**src/rtl/slowclk_pkg.sv**
```systemverilog
`default_nettype none
// +----------------------------------------------------------------------+
// | slowclk_pkg : shared types, defaults and tolerance compare            |
// | Rev 1.0                                                              |
// +----------------------------------------------------------------------+
package slowclk_pkg;

  typedef enum logic [1:0] {
    ACQ    = 2'd0,
    LOCKED = 2'd1,
    LOST   = 2'd2
  } slowclk_state_t;

  localparam int unsigned DEF_SYNC_STAGES = 2;
  localparam int unsigned DEF_CNT_W       = 32;
  localparam int unsigned DEF_EXPECT_HALF = 25000000;
  localparam int unsigned DEF_TOL         = 1024;
  localparam int unsigned DEF_LOCK_EDGES  = 4;

  // Magnitude-of-difference compare on zero-extended operands, so it never
  // overflows whatever the counter width is.
  function automatic logic within_tol(input logic [63:0] meas,
                                      input logic [63:0] target,
                                      input logic [63:0] tol);
    logic [63:0] diff;
    diff = (meas >= target) ? (meas - target) : (target - meas);
    return diff <= tol;
  endfunction

endpackage
`default_nettype wire

```
**src/rtl/slowclk_sync_edge.sv**
```systemverilog
`default_nettype none
// +----------------------------------------------------------------------+
// | sync_edge : synchroniser chain plus previous-level register           |
// | Rev 1.0                                                              |
// +----------------------------------------------------------------------+
module sync_edge #(
  parameter int unsigned SYNC_STAGES = 2
) (
  input  logic iclk,
  input  logic reset,
  input  logic islow,
  output logic level,
  output logic rise,
  output logic fall
);

  logic [SYNC_STAGES-1:0] sync_q, sync_d;
  logic                   prev_q, prev_d;

  always_comb begin
    sync_d = {sync_q[SYNC_STAGES-2:0], islow};
    prev_d = sync_q[SYNC_STAGES-1];
  end

  always_ff @(posedge iclk or posedge reset) begin
    if (reset) begin
      sync_q <= '0;
      prev_q <= 1'b0;
    end else begin
      sync_q <= sync_d;
      prev_q <= prev_d;
    end
  end

  assign level = sync_q[SYNC_STAGES-1];
  assign rise  = level & ~prev_q;
  assign fall  = ~level & prev_q;

endmodule
`default_nettype wire

```
**src/rtl/slowclk_monitor.sv**
```systemverilog
`default_nettype none
// +----------------------------------------------------------------------+
// | slowclk_monitor : slow-clock edge ticks, half-period measure, lock    |
// | Rev 1.0                                                              |
// +----------------------------------------------------------------------+
module slowclk_monitor
  import slowclk_pkg::*;
#(
  parameter int unsigned SYNC_STAGES = DEF_SYNC_STAGES,
  parameter int unsigned CNT_W       = DEF_CNT_W,
  parameter int unsigned EXPECT_HALF = DEF_EXPECT_HALF,
  parameter int unsigned TOL         = DEF_TOL,
  parameter int unsigned LOCK_EDGES  = DEF_LOCK_EDGES
) (
  input  logic             iclk,
  input  logic             reset,
  input  logic             islow,
  output logic             rise_tick,
  output logic             fall_tick,
  output logic [CNT_W-1:0] half_period,
  output logic             locked,
  output logic             lost
);

  localparam int unsigned      GOOD_W   = (LOCK_EDGES > 1) ? $clog2(LOCK_EDGES) : 1;
  localparam logic [GOOD_W-1:0] GOOD_LAST = GOOD_W'(LOCK_EDGES - 1);
  localparam logic [CNT_W-1:0] CNT_MAX  = '1;
  localparam logic [63:0]      STALL_AT = 64'(EXPECT_HALF) + 64'(TOL);

  logic level_w, rise_w, fall_w, edge_w, measure_w, good_w, stall_w;
  logic [CNT_W-1:0] meas_w;

  logic [CNT_W-1:0]  cnt_q, cnt_d, half_period_q, half_period_d;
  logic              first_seen_q, first_seen_d;
  logic [GOOD_W-1:0] good_cnt_q, good_cnt_d;
  slowclk_state_t    state_q, state_d;
  logic rise_tick_q, rise_tick_d, fall_tick_q, fall_tick_d;
  logic locked_q, locked_d, lost_q, lost_d;

  sync_edge #(.SYNC_STAGES(SYNC_STAGES)) u_sync (
    .iclk  (iclk),
    .reset (reset),
    .islow (islow),
    .level (level_w),
    .rise  (rise_w),
    .fall  (fall_w)
  );

  assign edge_w    = rise_w | fall_w;
  assign measure_w = edge_w & first_seen_q;
  // A saturated counter reports the saturated value rather than wrapping.
  assign meas_w    = (cnt_q == CNT_MAX) ? CNT_MAX : cnt_q + CNT_W'(1);
  assign good_w    = within_tol(64'(meas_w), 64'(EXPECT_HALF), 64'(TOL));
  assign stall_w   = !edge_w && (64'(cnt_q) == STALL_AT);

  always_comb begin
    cnt_d         = cnt_q;
    first_seen_d  = first_seen_q;
    half_period_d = half_period_q;
    if (edge_w) begin
      cnt_d        = '0;
      first_seen_d = 1'b1;
      if (first_seen_q) half_period_d = meas_w;
    end else if (cnt_q != CNT_MAX) begin
      cnt_d = cnt_q + CNT_W'(1);
    end
  end

  always_ff @(posedge iclk or posedge reset) begin
    if (reset) begin
      cnt_q         <= '0;
      first_seen_q  <= 1'b0;
      half_period_q <= '0;
    end else begin
      cnt_q         <= cnt_d;
      first_seen_q  <= first_seen_d;
      half_period_q <= half_period_d;
    end
  end

  always_ff @(posedge iclk or posedge reset) begin
    if (reset) begin
      state_q     <= ACQ;
      good_cnt_q  <= '0;
      rise_tick_q <= 1'b0;
      fall_tick_q <= 1'b0;
      locked_q    <= 1'b0;
      lost_q      <= 1'b0;
    end else begin
      state_q     <= state_d;
      good_cnt_q  <= good_cnt_d;
      rise_tick_q <= rise_tick_d;
      fall_tick_q <= fall_tick_d;
      locked_q    <= locked_d;
      lost_q      <= lost_d;
    end
  end

  always_comb begin
    state_d    = state_q;
    good_cnt_d = good_cnt_q;
    case (state_q)
      ACQ: begin
        if (measure_w) begin
          if (!good_w) begin
            good_cnt_d = '0;
          end else if (good_cnt_q == GOOD_LAST) begin
            state_d    = LOCKED;
            good_cnt_d = '0;
          end else begin
            good_cnt_d = good_cnt_q + GOOD_W'(1);
          end
        end
      end
      LOCKED: begin
        if ((measure_w && !good_w) || stall_w) state_d = LOST;
      end
      LOST: begin
        // The edge that leaves LOST only restarts acquisition.
        if (measure_w) begin
          state_d    = ACQ;
          good_cnt_d = '0;
        end
      end
      default: begin
        state_d    = ACQ;
        good_cnt_d = '0;
      end
    endcase
  end

  // Status flags follow the next state so they line up with the ticks.
  always_comb begin
    rise_tick_d = edge_w & level_w;
    fall_tick_d = edge_w & ~level_w;
    locked_d    = (state_d == LOCKED);
    lost_d      = (state_d == LOST);
  end

  assign rise_tick   = rise_tick_q;
  assign fall_tick   = fall_tick_q;
  assign half_period = half_period_q;
  assign locked      = locked_q;
  assign lost        = lost_q;

endmodule
`default_nettype wire

```
**config.mk**
```make
export PLATFORM = sky130hd
export DESIGN_NAME = slowclk_monitor
export DESIGN_NICKNAME = d
export VERILOG_FILES = /design/src/rtl/slowclk_pkg.sv /design/src/rtl/slowclk_sync_edge.sv /design/src/rtl/slowclk_monitor.sv
export SDC_FILE = /design/constraint.sdc
export NUM_CORES = 1
export LEC_CHECK = 0
export ABC_AREA = 0
export BUFFER_PORTS_ARGS = -buffer_cell sky130_fd_sc_hd__buf_2
export CORE_MARGIN = 2
export CORE_UTILIZATION = 62
export CTS_BUF_LIST = sky130_fd_sc_hd__clkbuf_16
export DETAILED_ROUTE_END_ITERATION = 16
export PLACE_DENSITY = 0.81
export SLEW_MARGIN = 20
export SYNTH_ARGS = -nofsm -noshare
export SYNTH_HDL_FRONTEND = slang
export SYNTH_SLANG_ARGS = --single-unit
```
**constraint.sdc**
```tcl
create_clock -name iclk -period 4.84 [get_ports iclk]
set_input_delay 1.21 -clock iclk [delete_from_list [all_inputs] [get_ports iclk]]
set_output_delay 1.21 -clock iclk [all_outputs]
set_load 0.02 [all_outputs]
```
# [Yosys cells after proc, flatten, opt, wreduce, memory -nomap -nowiden]
# Index checks and enable logic that the tools add are counted.
[word_totals] output_inout_bits=36 elab_cells=60 input_bits=3 reg_bits=76
[classes] bitwise_logic=9 n_mux=15 magnitude_cmp=2 eq_ne=10 addsub=4 reduce_logical=9
[op_table] op="2-to-1 mux 32 bit" count=3
[op_table] op="<= comparator 64 x 11 -> 1 bit, second input constant" count=1
[op_table] op="2-to-1 mux 64 bit" count=1
[op_table] op="subtractor 25 x 32 -> 33 bit, first input constant" count=1
[op_table] op="subtractor 32 x 25 -> 33 bit, second input constant" count=1
[op_table] op="adder 32 x 1 -> 32 bit, second input constant" count=1
[op_table] op="== test 32 x 25 -> 1 bit, second input constant" count=1
[op_table] op="== test 32 bit, second input constant" count=1
[op_table] op="greater-or-equal comparator 32 x 25 -> 1 bit, second input constant" count=1
[op_table] op="!= test 32 bit, second input constant" count=1
[op_table] op="2-to-1 mux 2 bit" count=9
[op_table] op="case mux 2 bit (3 select lines)" count=2
[op_table] op="== test 2 bit, second input constant" count=3
[op_table] op="AND 1 bit" count=5
[op_table] op="== test 2 x 1 -> 1 bit, second input constant" count=2
[op_table] op="!= test 2 bit, second input constant" count=2
[op_table] op="NOT 1 bit" count=3
[op_table] op="AND reduction 3 bit" count=1
[op_table] op="adder 2 x 1 -> 2 bit, second input constant" count=1
[op_table] op="logical AND 1 bit" count=2
[op_table] op="logical NOT 1 bit" count=2
[op_table] op="logical NOT 2 bit" count=1
[op_table] op="AND reduction 2 bit" count=1
[op_table] op="nonzero test 2 bit" count=1
[op_table] op="2 further kinds" count=2

# [Longest topological paths before layout]
[depth] word_depth=11 depth_mapped=21

# [Cells and area by module]
# A second synthesis with hierarchy kept.
[hier_totals] hier_cells=696 area_unflattened_um2=5798.1
[by_module_without_submodules] module="slowclk_monitor" area_each_um2=5704.2 n_inst=1 cells_per_inst=690
[by_module_without_submodules] module="sync_edge" area_each_um2=93.8 n_inst=1 cells_per_inst=6

# [Worst setup path after synthesis]
# Ideal clock, no wire load.
[synth_path] path_kind="reg-to-reg" from="register cnt_q[0]" to="register locked_q (netlist: locked)" path_stages_with_launch=21 arrival_time_ps=4256 slack_ps=490 cell_sequence="dfrtp_1 ha_1 buf_2 and3_1 buf_4 nand4_1 nor3_1 buf_2 clkbuf_1 nor2_1 ha_1 a21oi_1 nor4_2 o21ai_1 a31oi_1 xnor2_1 nor4_1 a31oi_1 a2111oi_4 a31oi_2 a211oi_1"
[synth_between] elab_chain_len=11 elab_cells_between_ends=18 classes_between="add/sub: 3; order compare: 2; eq/ne: 3; mux: 6; reduce/logical: 4"
[synth_rtl] element="start, declared" line="slowclk_monitor.sv:33" source="logic [CNT_W-1:0] cnt_q, cnt_d, half_period_q, half_period_d;"
[synth_rtl] element="start signal, assigned" line="slowclk_monitor.sv:75" source="cnt_q <= cnt_d;"
[synth_rtl] element="adder 32 x 1 -> 32 bit or == test 32 bit (tied branches)" line="slowclk_monitor.sv:52" source="assign meas_w = (cnt_q == CNT_MAX) ? CNT_MAX : cnt_q + CNT_W'(1);"
[synth_rtl] element="2-to-1 mux 32 bit" line="slowclk_monitor.sv:52"
[synth_rtl] element="subtractor 25 x 32 -> 33 bit, or another cell as far along" line="slowclk_pkg.sv:26" source="diff = (meas >= target) ? (meas - target) : (target - meas);"
[synth_rtl] element="2-to-1 mux 64 bit" line="slowclk_pkg.sv:26"
[synth_rtl] element="<= comparator 64 x 11 -> 1 bit" line="slowclk_pkg.sv:27" source="return diff <= tol;"
[synth_rtl] element="logical NOT 1 bit" line="slowclk_monitor.sv:116" source="if ((measure_w && !good_w) || stall_w) state_d = LOST;"
[synth_rtl] element="logical AND 1 bit" line="slowclk_monitor.sv:116"
[synth_rtl] element="logical OR 1 bit" line="slowclk_monitor.sv:116"
[synth_rtl] element="2-to-1 mux 2 bit" line="slowclk_monitor.sv:116"
[synth_rtl] element="case mux 2 bit (3 select lines) (*)" line="slowclk_monitor.sv:102" source="case (state_q)"
[synth_rtl] element="== test 2 x 1 -> 1 bit (*)" line="slowclk_monitor.sv:136" source="locked_d = (state_d == LOCKED);"
[synth_rtl] element="via locked_d" line="slowclk_monitor.sv:38" source="logic locked_q, locked_d, lost_q, lost_d;"
[synth_rtl] element="end signal, assigned" line="slowclk_monitor.sv:94" source="locked_q <= locked_d;"
[synth_rtl] element="end, declared" line="slowclk_monitor.sv:38"
# The timed path passes the listed nets; every way through them passes the cells marked *.
# A chain may end at the register's enable or synchronous reset.

# [Final worst setup path]
[layout_path] from="register cnt_q[0]" to="register state_q[0]"
[layout_between] elab_chain_len=10 elab_cells_between_ends=17 classes_between="add/sub: 3; order compare: 2; eq/ne: 2; mux: 6; reduce/logical: 4"
[layout_rtl] element="adder 32 x 1 -> 32 bit or == test 32 bit (tied branches)" line="slowclk_monitor.sv:52"
[layout_rtl] element="2-to-1 mux 32 bit" line="slowclk_monitor.sv:52"
[layout_rtl] element="subtractor 25 x 32 -> 33 bit, or another cell as far along" line="slowclk_pkg.sv:26"
[layout_rtl] element="2-to-1 mux 64 bit" line="slowclk_pkg.sv:26"
[layout_rtl] element="<= comparator 64 x 11 -> 1 bit" line="slowclk_pkg.sv:27"
[layout_rtl] element="logical NOT 1 bit" line="slowclk_monitor.sv:116"
[layout_rtl] element="logical AND 1 bit" line="slowclk_monitor.sv:116"
[layout_rtl] element="logical OR 1 bit" line="slowclk_monitor.sv:116"
[layout_rtl] element="2-to-1 mux 2 bit" line="slowclk_monitor.sv:116"
[layout_rtl] element="case mux 2 bit (3 select lines) (*)" line="slowclk_monitor.sv:102"
[layout_rtl] element="via state_d[0]" line="slowclk_monitor.sv:36" source="slowclk_state_t state_q, state_d;"
[layout_rtl] element="end signal, assigned" line="slowclk_monitor.sv:90" source="state_q <= state_d;"
[layout_rtl] element="end, declared" line="slowclk_monitor.sv:36"
# Marked as above.

==> impl_metrics.csv <==
group,metric,value,unit
floorplanning,dieWidth,101,um
drt,drtIter0Drc,826,
yosys,synth_edf_count,0,
pwr,comb_power_share,9.5,%
floorplanning,dieArea,10100,um2
drt,via_per_inst,7.04,
sta,hold_violations,0,
sta,tns,0,ns
yosys,ys_ff_latch,76,
placement,io_buffers,38,
yosys,yosys-top-cells-area,"dfrtp_1 (33%), nand2_1 (5.7%), nor2_1 (4.6%)",
finish,drive_gt1_share,22.2,%
setup_path,timing.rr.end,"state_q[0]$_DFF_PP0_",
cts,clkLatencyLatePin,0.34,ns
global_routing,grt_usage,39.8,%
yosys,synth_top_area_share,32.8,%
yosys,yosysWarningCount,0,
placement,place_ws,0.253,ns
setup_path,crit_chain,"ha_1 -> buf_4 -> nand3_4 -> nor4_4 -> xor2_2 -> nand3_1 -> nor2_1 -> a2bb2oi_1 -> o221ai_1 -> xor2_1 -> nor4_1 -> a31oi_1 -> a2111oi_4 -> a31oi_2 -> a211oi_1",
cts,tritoncts,"yes",
finish,final_util,70.9,%
global_routing,antenna_found_initial,0,
sta,max-slew-margin-rel,19.8,%
setup_path,critPathRequiredTime,5.08,ns
sta,tightestPinTransition,1.19,ns
finish,area_delta_synth_final,11.8,%
yosys,synthCells,681,
floorplanning,io-pin-count,39,
setup_path,max_stage_delay,0.47,ns
global_routing,gr-total-overflow,0,
pwr,p_sw_share,25.8,%
finish,n_antenna_cell,0,
flow_run,cap_violations,0,
pwr,p_leak,0.00289,uW
pwr,p_per_area,251,nW/um2
setup_path,reg2reg_from,"cnt_q[0]$_DFFE_PP0P_",
global_routing,grt_pass1_vias,5579,
yosys,synth_cell_types,86,
yosys,syn-cell-area,5800,um2
setup_path,crit_path_top_delay_cell,"dfrtp_1",
yosys,synthesis.nets,692,
sta,worst_slack,0.211,ns
cts,cts_sinks,76,
finish,ff_latch_area,1900,um2
drt,dr.pass1.iters,6,
sta,hold_ws,0.350,ns
cts,clk_pin_slew_worst_paths,0.07,ns
sta,setup-violations-final,0,
drt,routed_wl,19.6,mm
floorplanning,start_util,63.4,%
yosys,synthFlopType,"dfrtp_1",
placement,dpl.hpwl,14.6,mm
floorplanning,die_h,101,um
setup_path,critPathKind,"register to register",
cts,cts_made_buffers,9,
yosys,syn_area_per_cell,8.52,um2
finish,n_fill_cell,714,
finish,multiInputGateArea,3630,um2
pwr,power_switching,420,uW
yosys,synthXorXnorAreaFrac,5.72,%
setup_path,path_max_fanout,8,
setup_path,crit_path_end,"state_q[0]$_DFF_PP0_",
status,outcome,"finished clean",
drt,postRouteAntennaNets,0,
drt,num_vias,5882,
sta,final.min_clock_period,4.63,ns
yosys,muxShareOfSynthArea,1.21,%
setup_path,reg2reg_depth,15,
setup_path,startpoint,"cnt_q[0]$_DFFE_PP0P_",
drt,wire_per_inst,23.5,um
finish,layout.nets,732,
floorplanning,coreArea,9150,um2
sta,slew_violations,0,
sta,fmax,216,MHz
pwr,internal_power,1210,uW
setup_path,worstPathArrival,4.87,ns
cts,cts_buffer_depth,2,
pwr,clockPowerShare,48.8,%
yosys,synth_top_family_by_area,"simple AND/OR/NAND/NOR gates",
yosys,ys_async_sr_fraction,100,%
sta,fin_skew,0.00810,ns
hold_path,hp-class,"register to register",
cts,postCtsHoldBufs,0,
setup_path,endpoint_kind,"register",
global_routing,grt_start_max_net_pins,43,
sta,fin_crit_sh,95.6,%
setup_path,start_kind,"register",
placement,place.gp.congestion,0.981,
cts,cts-root-buf,"clkbuf_16",
cts,h-tree-depth,3,
yosys,synth-adder-area-share,1.73,%
floorplanning,row_count,35,
yosys,synth-simple-area-share,32.5,%
yosys,synth_top_area_cell,"dfrtp_1",
drt,post-route-drc-count,0,
pwr,seq_power_share,41.7,%
yosys,synth_compound_gate_area_share,20.8,%
setup_path,r2r_slack,0.21,ns
yosys,ys_seq_area_share,32.8,%
pwr,ir_drop,0.000177,V
global_routing,grt_pass1_wl,30.6,mm
-- registers in the layout, indices dropped and copies added, names as in the netlist --
register / cells
lost: 1
fall_tick: 1
u_sync.sync_q: 2
locked: 1
rise_tick: 1
half_period: 32
good_cnt_q: 2
state_q: 2
cnt_q: 32
first_seen_q: 1
u_sync.prev_q: 1
-- how the worst min path moves through the flow --
stage	slack [ns]	from	to	cells after the start
after CTS	0.36	u_sync.sync_q[0]$_DFF_PP0_	u_sync.sync_q[1]$_DFF_PP0_	0
after global routing	0.37	u_sync.sync_q[0]$_DFF_PP0_	u_sync.sync_q[1]$_DFF_PP0_	0
after global placement	0.33	u_sync.sync_q[0]$_DFF_PP0_	u_sync.sync_q[1]$_DFF_PP0_	0
final	0.35	u_sync.sync_q[0]$_DFF_PP0_	u_sync.sync_q[1]$_DFF_PP0_	0
after floorplan	0.33	u_sync.sync_q[0]$_DFF_PP0_	u_sync.sync_q[1]$_DFF_PP0_	0
after detailed placement	0.34	u_sync.sync_q[0]$_DFF_PP0_	u_sync.sync_q[1]$_DFF_PP0_	0
-- routing by layer --
layer	track usage (%)	wire, um	vias up
met2	62.1	8840	411
li1	-	-	2581
met4	15.0	758	0
met1	53.8	7790	2806
met3	9.15	2220	84
met5	0	0	-
-- cell type report --
| type | count | area share [%] |
|---|---|---|
| repair buffers | 71 | 6.75 |
| flip-flops and latches | 76 | 29.3 |
| clock inverters | 6 | 1.74 |
| clock buffers | 9 | 3.47 |
| inverters | 10 | 0.598 |
| well taps | 111 | 2.14 |
| multi-input cells | 553 | 56.0 |
-- kinds of logic after synthesis --
logic type / count (synthesis)
AO/OA/AOI/OAI: 169
XOR/XNOR: 37
adder cells (fa/ha/maj): 8
buffers and inverters: 52
flip-flops: 76
multiplexers: 7
AND/OR/NAND/NOR: 332
-- synthesized netlist by cell type (5+ instances only) --
cell type and number:
o21ai_0 38, mux2i_1 7, a211oi_1 7, o211ai_1 8
nand4_1 19, nor2_1 71, and3_1 8, nand2_1 88
buf_2 9, o21a_1 6, dfrtp_1 76, xnor2_1 24
xor2_1 12, nor3_1 28, nand3_1 20, a21oi_1 29
clkbuf_1 15, a31oi_1 23, inv_1 10, or3_1 5
buf_4 8, and2_1 10, buf_6 9, nor4b_1 5
nor2_2 6, nor4_1 14, nand2b_1 5, ha_1 8
-- worst max-delay path: cells and delay by family, from the launching register on --
kind | cells | cell delay, ns
adders and majority gates | 1 | 0.21
DFF | 1 | 0.47
buffers and inverters | 1 | 0.17
xor gates and xnor gates | 2 | 0.69
AOI/OAI and AO/OA | 6 | 1.62
and+or+nand+nor | 5 | 1.36
-- cell usage in the layout, fill, tap and decap left out, types with 9 or more instances in the layout --
cell type  netlist  layout
buf_2            9      38
inv_1           10       9
nor4_1          14      13
nor2_1          71      71
a31oi_1         23      22
clkbuf_16        0       9
a21oi_1         29      29
nand2_1         88      88
o21ai_0         38      38
xnor2_1         24      23
xor2_1          12      12
nand3_1         20      20
nor3_1          28      27
dfrtp_1         76      75
nand4_1         19      19
and2_1          10       9
buf_4            8      33
-- stage by stage --
| step | cell area, um2 | power [uW] | instances |
|---|---|---|---|
| final | 6490 | 1630 | 836 |
| after global routing | 6490 | 1670 | 836 |
| after CTS | 6450 | 1620 | 835 |
| after detailed placement | 6110 | 845 | 820 |
| after global placement | 6110 | 836 | 820 |
| after floorplan | 5800 | 797 | 681 |
-- power by group through the flow --
| stage | combinational (uW) | clock (uW) | sequential, uW |
|---|---|---|---|
| after floorplan | 91.7 | 0 | 705 |
| after global placement | 148 | 0 | 688 |
| after detailed placement | 155 | 0 | 690 |
| after CTS | 155 | 789 | 679 |
| after global routing | 171 | 812 | 682 |
| final | 155 | 794 | 679 |
-- what timing repair did --
action / 4_1_cts / 5_1_grt
resized for setup: 0 / 9
buffers inserted: 0 / 1
setup endpoints to repair: 0 / 6
Note: power is estimated with default switching activity, not from simulation.
